===== config.mk =====
export PLATFORM = sky130hd
export DESIGN_NAME = ram_port2_arbiter
export DESIGN_NICKNAME = d
export VERILOG_FILES = /design/src/rtl/ram_arb_pkg.sv /design/src/rtl/ram_arb_grant.sv /design/src/rtl/ram_port2_arbiter.sv
export SDC_FILE = /design/constraint.sdc
export NUM_CORES = 1
export LEC_CHECK = 0
export BUFFER_PORTS_ARGS = -buffer_cell sky130_fd_sc_hd__buf_2
export CORE_AREA = 8 8 93 95
export CTS_BUF_LIST = sky130_fd_sc_hd__clkbuf_4
export CTS_CLUSTER_SIZE = 16
export DETAILED_ROUTE_END_ITERATION = 7
export DIE_AREA = 0 0 101 103
export PLACE_DENSITY = 0.82
export SLEW_MARGIN = 30
export SYNTH_ARGS = -nofsm -noshare
export SYNTH_HDL_FRONTEND = slang
export SYNTH_SLANG_ARGS = --single-unit

===== constraint.sdc =====
create_clock -name clk -period 1.5 [get_ports clk]
set_input_delay 0.15 -clock clk [delete_from_list [all_inputs] [get_ports clk]]
set_output_delay 0.15 -clock clk [all_outputs]
set_load 0.01 [all_outputs]

===== src/rtl/ram_arb_pkg.sv =====
// Shared types and sizes for the RAM port-2 arbiter slice.
package ram_arb_pkg;

    localparam int unsigned ADDR_W    = 13;
    localparam int unsigned DATA_W    = 32;
    localparam int unsigned BE_W      = DATA_W / 8;
    localparam int unsigned RAM_DEPTH = 8192;
    localparam int unsigned HOLD_W    = 4;

    // Requester identity carried down the read-valid pipeline
    typedef enum logic {
        M0 = 1'b0,
        M1 = 1'b1
    } master_id_e;

    // One single-beat request as presented to the RAM port
    typedef struct packed {
        logic [ADDR_W-1:0] address;
        logic [BE_W-1:0]   byteenable;
        logic [DATA_W-1:0] writedata;
        logic              write;
        logic              read;
    } ram_req_t;

    // Bundle a master's request; write wins if read and write are both high
    function automatic ram_req_t pack_req(
        input logic [ADDR_W-1:0] address,
        input logic [BE_W-1:0]   byteenable,
        input logic [DATA_W-1:0] writedata,
        input logic              write,
        input logic              read
    );
        ram_req_t r;
        r.address    = address;
        r.byteenable = byteenable;
        r.writedata  = writedata;
        r.write      = write;
        r.read       = read & ~write;
        return r;
    endfunction

endpackage


===== src/rtl/ram_arb_grant.sv =====
// Two-requester fixed-priority grant with a starvation bound for the low-priority side.
module ram_arb_grant
    import ram_arb_pkg::*;
#(
    parameter int unsigned MAX_HOLD = 4
) (
    input  logic clk,
    input  logic reset_n,
    input  logic req0_i,
    input  logic req1_i,
    output logic gnt0_c_o,
    output logic gnt1_c_o
);

    logic [HOLD_W-1:0] hold_cnt_q;
    logic [HOLD_W-1:0] hold_cnt_d;
    logic              gnt0;
    logic              gnt1;

    // Same-cycle grant: req1 wins only when req0 is idle or req1 has waited long enough
    always_comb begin
        gnt1 = req1_i & (~req0_i | (hold_cnt_q == HOLD_W'(MAX_HOLD)));
        gnt0 = req0_i & ~gnt1;
    end

    // Count consecutive req0 grants taken while req1 is waiting
    always_comb begin
        hold_cnt_d = hold_cnt_q;
        if (gnt1 || !req1_i) begin
            hold_cnt_d = '0;
        end else if (gnt0) begin
            hold_cnt_d = hold_cnt_q + HOLD_W'(1);
        end
    end

    // Hold counter register
    always_ff @(posedge clk or negedge reset_n) begin
        if (!reset_n) begin
            hold_cnt_q <= '0;
        end else begin
            hold_cnt_q <= hold_cnt_d;
        end
    end

    assign gnt0_c_o = gnt0;
    assign gnt1_c_o = gnt1;

endmodule


===== src/rtl/ram_port2_arbiter.sv =====
// Shares RAM port 2 between the capture writer (m0) and the LED stream reader (m1).
module ram_port2_arbiter
    import ram_arb_pkg::*;
#(
    parameter int unsigned MAX_HOLD = 4
) (
    input  logic              clk,
    input  logic              reset_n,

    input  logic [ADDR_W-1:0] m0_address,
    input  logic              m0_read,
    input  logic              m0_write,
    input  logic [BE_W-1:0]   m0_byteenable,
    input  logic [DATA_W-1:0] m0_writedata,
    output logic              m0_waitrequest,
    output logic [DATA_W-1:0] m0_readdata,
    output logic              m0_readdatavalid,

    input  logic [ADDR_W-1:0] m1_address,
    input  logic              m1_read,
    input  logic              m1_write,
    input  logic [BE_W-1:0]   m1_byteenable,
    input  logic [DATA_W-1:0] m1_writedata,
    output logic              m1_waitrequest,
    output logic [DATA_W-1:0] m1_readdata,
    output logic              m1_readdatavalid,

    output logic [ADDR_W-1:0] address2,
    output logic [BE_W-1:0]   byteenable2,
    output logic              chipselect2,
    output logic              write2,
    output logic [DATA_W-1:0] writedata2,
    output logic              clken2,
    input  logic [DATA_W-1:0] readdata2
);

    logic       req0;
    logic       req1;
    logic       gnt0;
    logic       gnt1;
    ram_req_t   m0_req;
    ram_req_t   m1_req;
    ram_req_t   ram_sel;

    logic       rd_pend_q;
    logic       rd_pend_d;
    master_id_e rd_id_q;
    master_id_e rd_id_d;

    assign req0   = m0_read | m0_write;
    assign req1   = m1_read | m1_write;
    assign m0_req = pack_req(m0_address, m0_byteenable, m0_writedata, m0_write, m0_read);
    assign m1_req = pack_req(m1_address, m1_byteenable, m1_writedata, m1_write, m1_read);

    ram_arb_grant #(
        .MAX_HOLD (MAX_HOLD)
    ) u_grant (
        .clk      (clk),
        .reset_n  (reset_n),
        .req0_i   (req0),
        .req1_i   (req1),
        .gnt0_c_o (gnt0),
        .gnt1_c_o (gnt1)
    );

    // Route the granted request to the RAM; an idle port sees all zeros
    always_comb begin
        ram_sel = '0;
        if (gnt1) begin
            ram_sel = m1_req;
        end else if (gnt0) begin
            ram_sel = m0_req;
        end
    end

    assign address2       = ram_sel.address;
    assign byteenable2    = ram_sel.byteenable;
    assign writedata2     = ram_sel.writedata;
    assign write2         = ram_sel.write;
    assign chipselect2    = gnt0 | gnt1;
    assign clken2         = 1'b1;

    assign m0_waitrequest = req0 & ~gnt0;
    assign m1_waitrequest = req1 & ~gnt1;

    // Remember who owns the read accepted this cycle
    always_comb begin
        rd_pend_d = ram_sel.read;
        rd_id_d   = gnt1 ? M1 : M0;
    end

    // Read-valid pipeline; reset drops any read in flight
    always_ff @(posedge clk or negedge reset_n) begin
        if (!reset_n) begin
            rd_pend_q <= 1'b0;
            rd_id_q   <= M0;
        end else begin
            rd_pend_q <= rd_pend_d;
            rd_id_q   <= rd_id_d;
        end
    end

    assign m0_readdatavalid = rd_pend_q & (rd_id_q == M0);
    assign m1_readdatavalid = rd_pend_q & (rd_id_q == M1);
    assign m0_readdata      = readdata2;
    assign m1_readdata      = readdata2;

endmodule


==> summary.md <==
| Metric | Value |
|---|---|
| RSZ-0062 raised after global routing | yes |
| Period utilisation layout | 126.1% |
| Crit start category | flop |
| Drt drc | 0 |
| Pin count of the biggest net entering global routing | 48 |
| Ys Warns | 0 |
| Clock buffer depth | 2 |
| Die ar. | 10400 um^2 |
| Area Growth Syn to Fin | 23.51% |
| Final TNS setup | -18.12 ns |
| Initial DRC Count | 61 |
| Endpoint type of the worst setup path | primary output |
| Sw frac | 41.11% |
| Fin crit period | 1.892 ns |
| Unique masters post-synth | 24 |
| Remaining antenna violation count | 0 |
| Placed cells | 354 |
| Outcome | finished with violations |
| CORE AREA | 7137 um^2 |
| Max VDD drop | 0.2589 mV |
| Initial Utilization | 24.09% |
| Worst setup margin | -0.3922 ns |
| Flop pwr share | 13.0% |
| Ports | 256 |
| Sequential-to-total area share from yosys stat | 8.734% |
| Routability cong. | 0.7879 |
| Clk pwr share | 8.7% |
| Hold crit path type | input port to flop |
| PD cells | 828.6 nW/um^2 |
| Routed len/inst | 19.11 um |
| Psw | 723.3 uW |
| GRT overflow | 0 |
| Sink Count | 6 |
| Ratio of cells with drive above 1 in the final layout | 72.59% |
| DIE HEIGHT | 103 um |
| Placed inst area | 1813 um^2 |
| Design internal power | 1036 uW |
| Largest fanout on the critical path | 12 |
| Syn Area/Cell | 8.148 um^2 |
| Utilization after layout | 29.75% |
| Port Buf Inserts | 158 |
| Initial antenna violation count | 0 |
| Crit path DAT | 1.74 ns |
| Root buf cell | clkbuf_4 |
| Clock-pin slew on the worst setup and hold paths | 0.05 ns |
| Diode count | 0 |
| Maxcap violations | 0 |
| Fin Hold WS | 0.1076 ns |
| DIE WIDTH | 101 um |
| Vias in the first global route | 1539 |
| Post-Layout Cell Count | 369 |
| Count of pins over their slew limit | 0 |
| Syn Std Cell Area | 1719 um^2 |
| Cell count after synthesis | 211 |
| Dpl hpwl | 5.255 mm |
| Drt via density | 4.434 |
| Post-synthesis register bit count | 6 |
| Failing checks | setup timing |
| Lkg Pwr | 0.001243 uW |
| 1st-pass router iterations | 4 |
| First-pass GRT wire length | 7.907 mm |
| Worst Hold Path Cells | 2 |
| Setup slack, reg-to-reg | -0.03 ns |
| Comb power frac | 78.3% |
| Final setup viols | 53 |
| Fin nets | 410 |
| Vias | 1636 |
| CTS tree | built |
| CTS buffer count | 3 |
| Final Hold Viols | 0 |
| Drt total wl | 7.051 mm |
| Post-route cell area | 2123 um^2 |
| Required time worst endpoint | 1.35 ns |
| Worst-Skew Late Latency | 0.25 ns |
| Syn Nets | 349 |
| GRT Util Overall | 9.523% |
| Htree depth | 1 |
| Worst reg2reg path depth | 8 |
| Worst Clk Skew | 0.005815 ns |
| # rows | 31 |
| WS Path Type | flop to primary output |
| Fmax achieved | 528.5 MHz |
## repair_timing
action                                  CTS  global route
pin swaps                                 1            22
hold buffers                              1             0
endpoints found under the setup margin   54            56
gates cloned                              0             7
buffers inserted                          1             3
endpoints found under the hold margin     6             0
resized for setup                         7            21
## cell usage after synthesis
library cell	number	area, um^2
nor3_1	1	5.000
a22o_1	49	429.2
nand2_1	2	7.510
nor2b_1	2	12.51
xnor2_1	1	8.760
a21boi_0	1	7.510
o31ai_1	1	7.510
inv_1	3	11.26
nand3_1	1	5.000
or2_2	1	6.260
dfrtp_1	6	150.1
o21a_1	2	15.01
buf_2	3	15.01
ha_1	2	25.02
buf_4	119	893.4
and3b_1	1	8.760
and2_1	3	18.77
buf_6	2	22.52
nand3b_4	1	20.02
nor2_1	6	22.52
or3_1	1	6.260
conb_1	1	3.750
xor2_1	1	8.760
a21oi_2	1	8.760
## power by group through the flow
stage          Combinational [uW]  Clock (uW)  Sequential (uW)
4_1_cts                      1120         159              226
6_report                     1380         153              229
3_5_place_dp                 1080           0              228
3_3_place_gp                 1060           0              225
5_1_grt                      1480         162              235
2_1_floorplan                1110           0              227
## worst max-delay path, stage by stage (launching register included)
cell and delay [ns]:
dfrtp_1 0.38, inv_2 0.08, ha_4 0.15, nand3b_4 0.10
a21oi_4 0.21, buf_6 0.14, buf_12 0.13, a22o_1 0.17
buf_2 0.14
## cell usage in the layout, fill, tap and decap left out, types with 2 or more instances in the layout
cell type and instances:
buf_2 151, a22o_1 49, buf_6 13, buf_4 7, dfrtp_1 6, buf_12 4
inv_2 3, nor2_1 3, and2_1 3, nor2_2 3, clkbuf_4 3, clkbuf_16 3
nor2b_1 2
## state kept, by name (all words and copies together) (netlist names)
signal              cells
u_grant.hold_cnt_q      4
rd_id_q                 1
rd_pend_q               1
## routing by layer
layer  GRT usage (%)  up-vias  part of all wire [%]
met5               0        -                     0
met4           6.186        0                   4.3
met3           4.659       41                    15
met2           17.78      137                    50
met1           7.870      719                    30
li1                -      739                     -
## final timing paths
path / start / endpoint
worst max-delay path: u_grant.hold_cnt_q[0]$_DFFE_PN0P_ / byteenable2[3]
worst min-delay path: m1_write / rd_pend_q$_DFF_PN0_
worst max register to register: u_grant.hold_cnt_q[0]$_DFFE_PN0P_ / rd_pend_q$_DFF_PN0_
worst min register to register: u_grant.hold_cnt_q[0]$_DFFE_PN0P_ / u_grant.hold_cnt_q[0]$_DFFE_PN0P_
max in group asynchronous: reset_n / u_grant.hold_cnt_q[2]$_DFFE_PN0P_
min in group asynchronous: reset_n / rd_pend_q$_DFF_PN0_
## logic make-up (layout without fill, tap and decap cells)
| family | count (synthesis) | count (layout) | share of synthesized area [%] |
|---|---|---|---|
| compound gates | 54 | 54 | 27.22 |
| xor+xnor | 2 | 2 | 1.019 |
| fa+ha+maj | 2 | 2 | 1.455 |
| buf+inv | 127 | 186 | 54.80 |
| flops | 6 | 6 | 8.733 |
| other cells | 1 | 1 | 0.2181 |
| simple gates | 19 | 19 | 6.550 |
## area by class of cell
| cell class | count | area [um^2] |
|---|---|---|
| fill | 797 | 5014 |
| timing repair buffer | 180 | 1135 |
| multi-input combinational | 78 | 680.7 |
| sequential | 6 | 150.1 |
| tap | 99 | 123.9 |
| clock buffer | 3 | 22.52 |
| inverter | 3 | 11.26 |
## per-stage QoR
stage / total power (uW) / setup slack (ns)
6_report: 1759 / -0.3922
4_1_cts: 1504 / -0.4384
2_1_floorplan: 1335 / -0.1348
3_5_place_dp: 1306 / -0.1658
5_1_grt: 1874 / -0.4415
3_3_place_gp: 1283 / -0.1244
(Power assumes the default switching activity.)
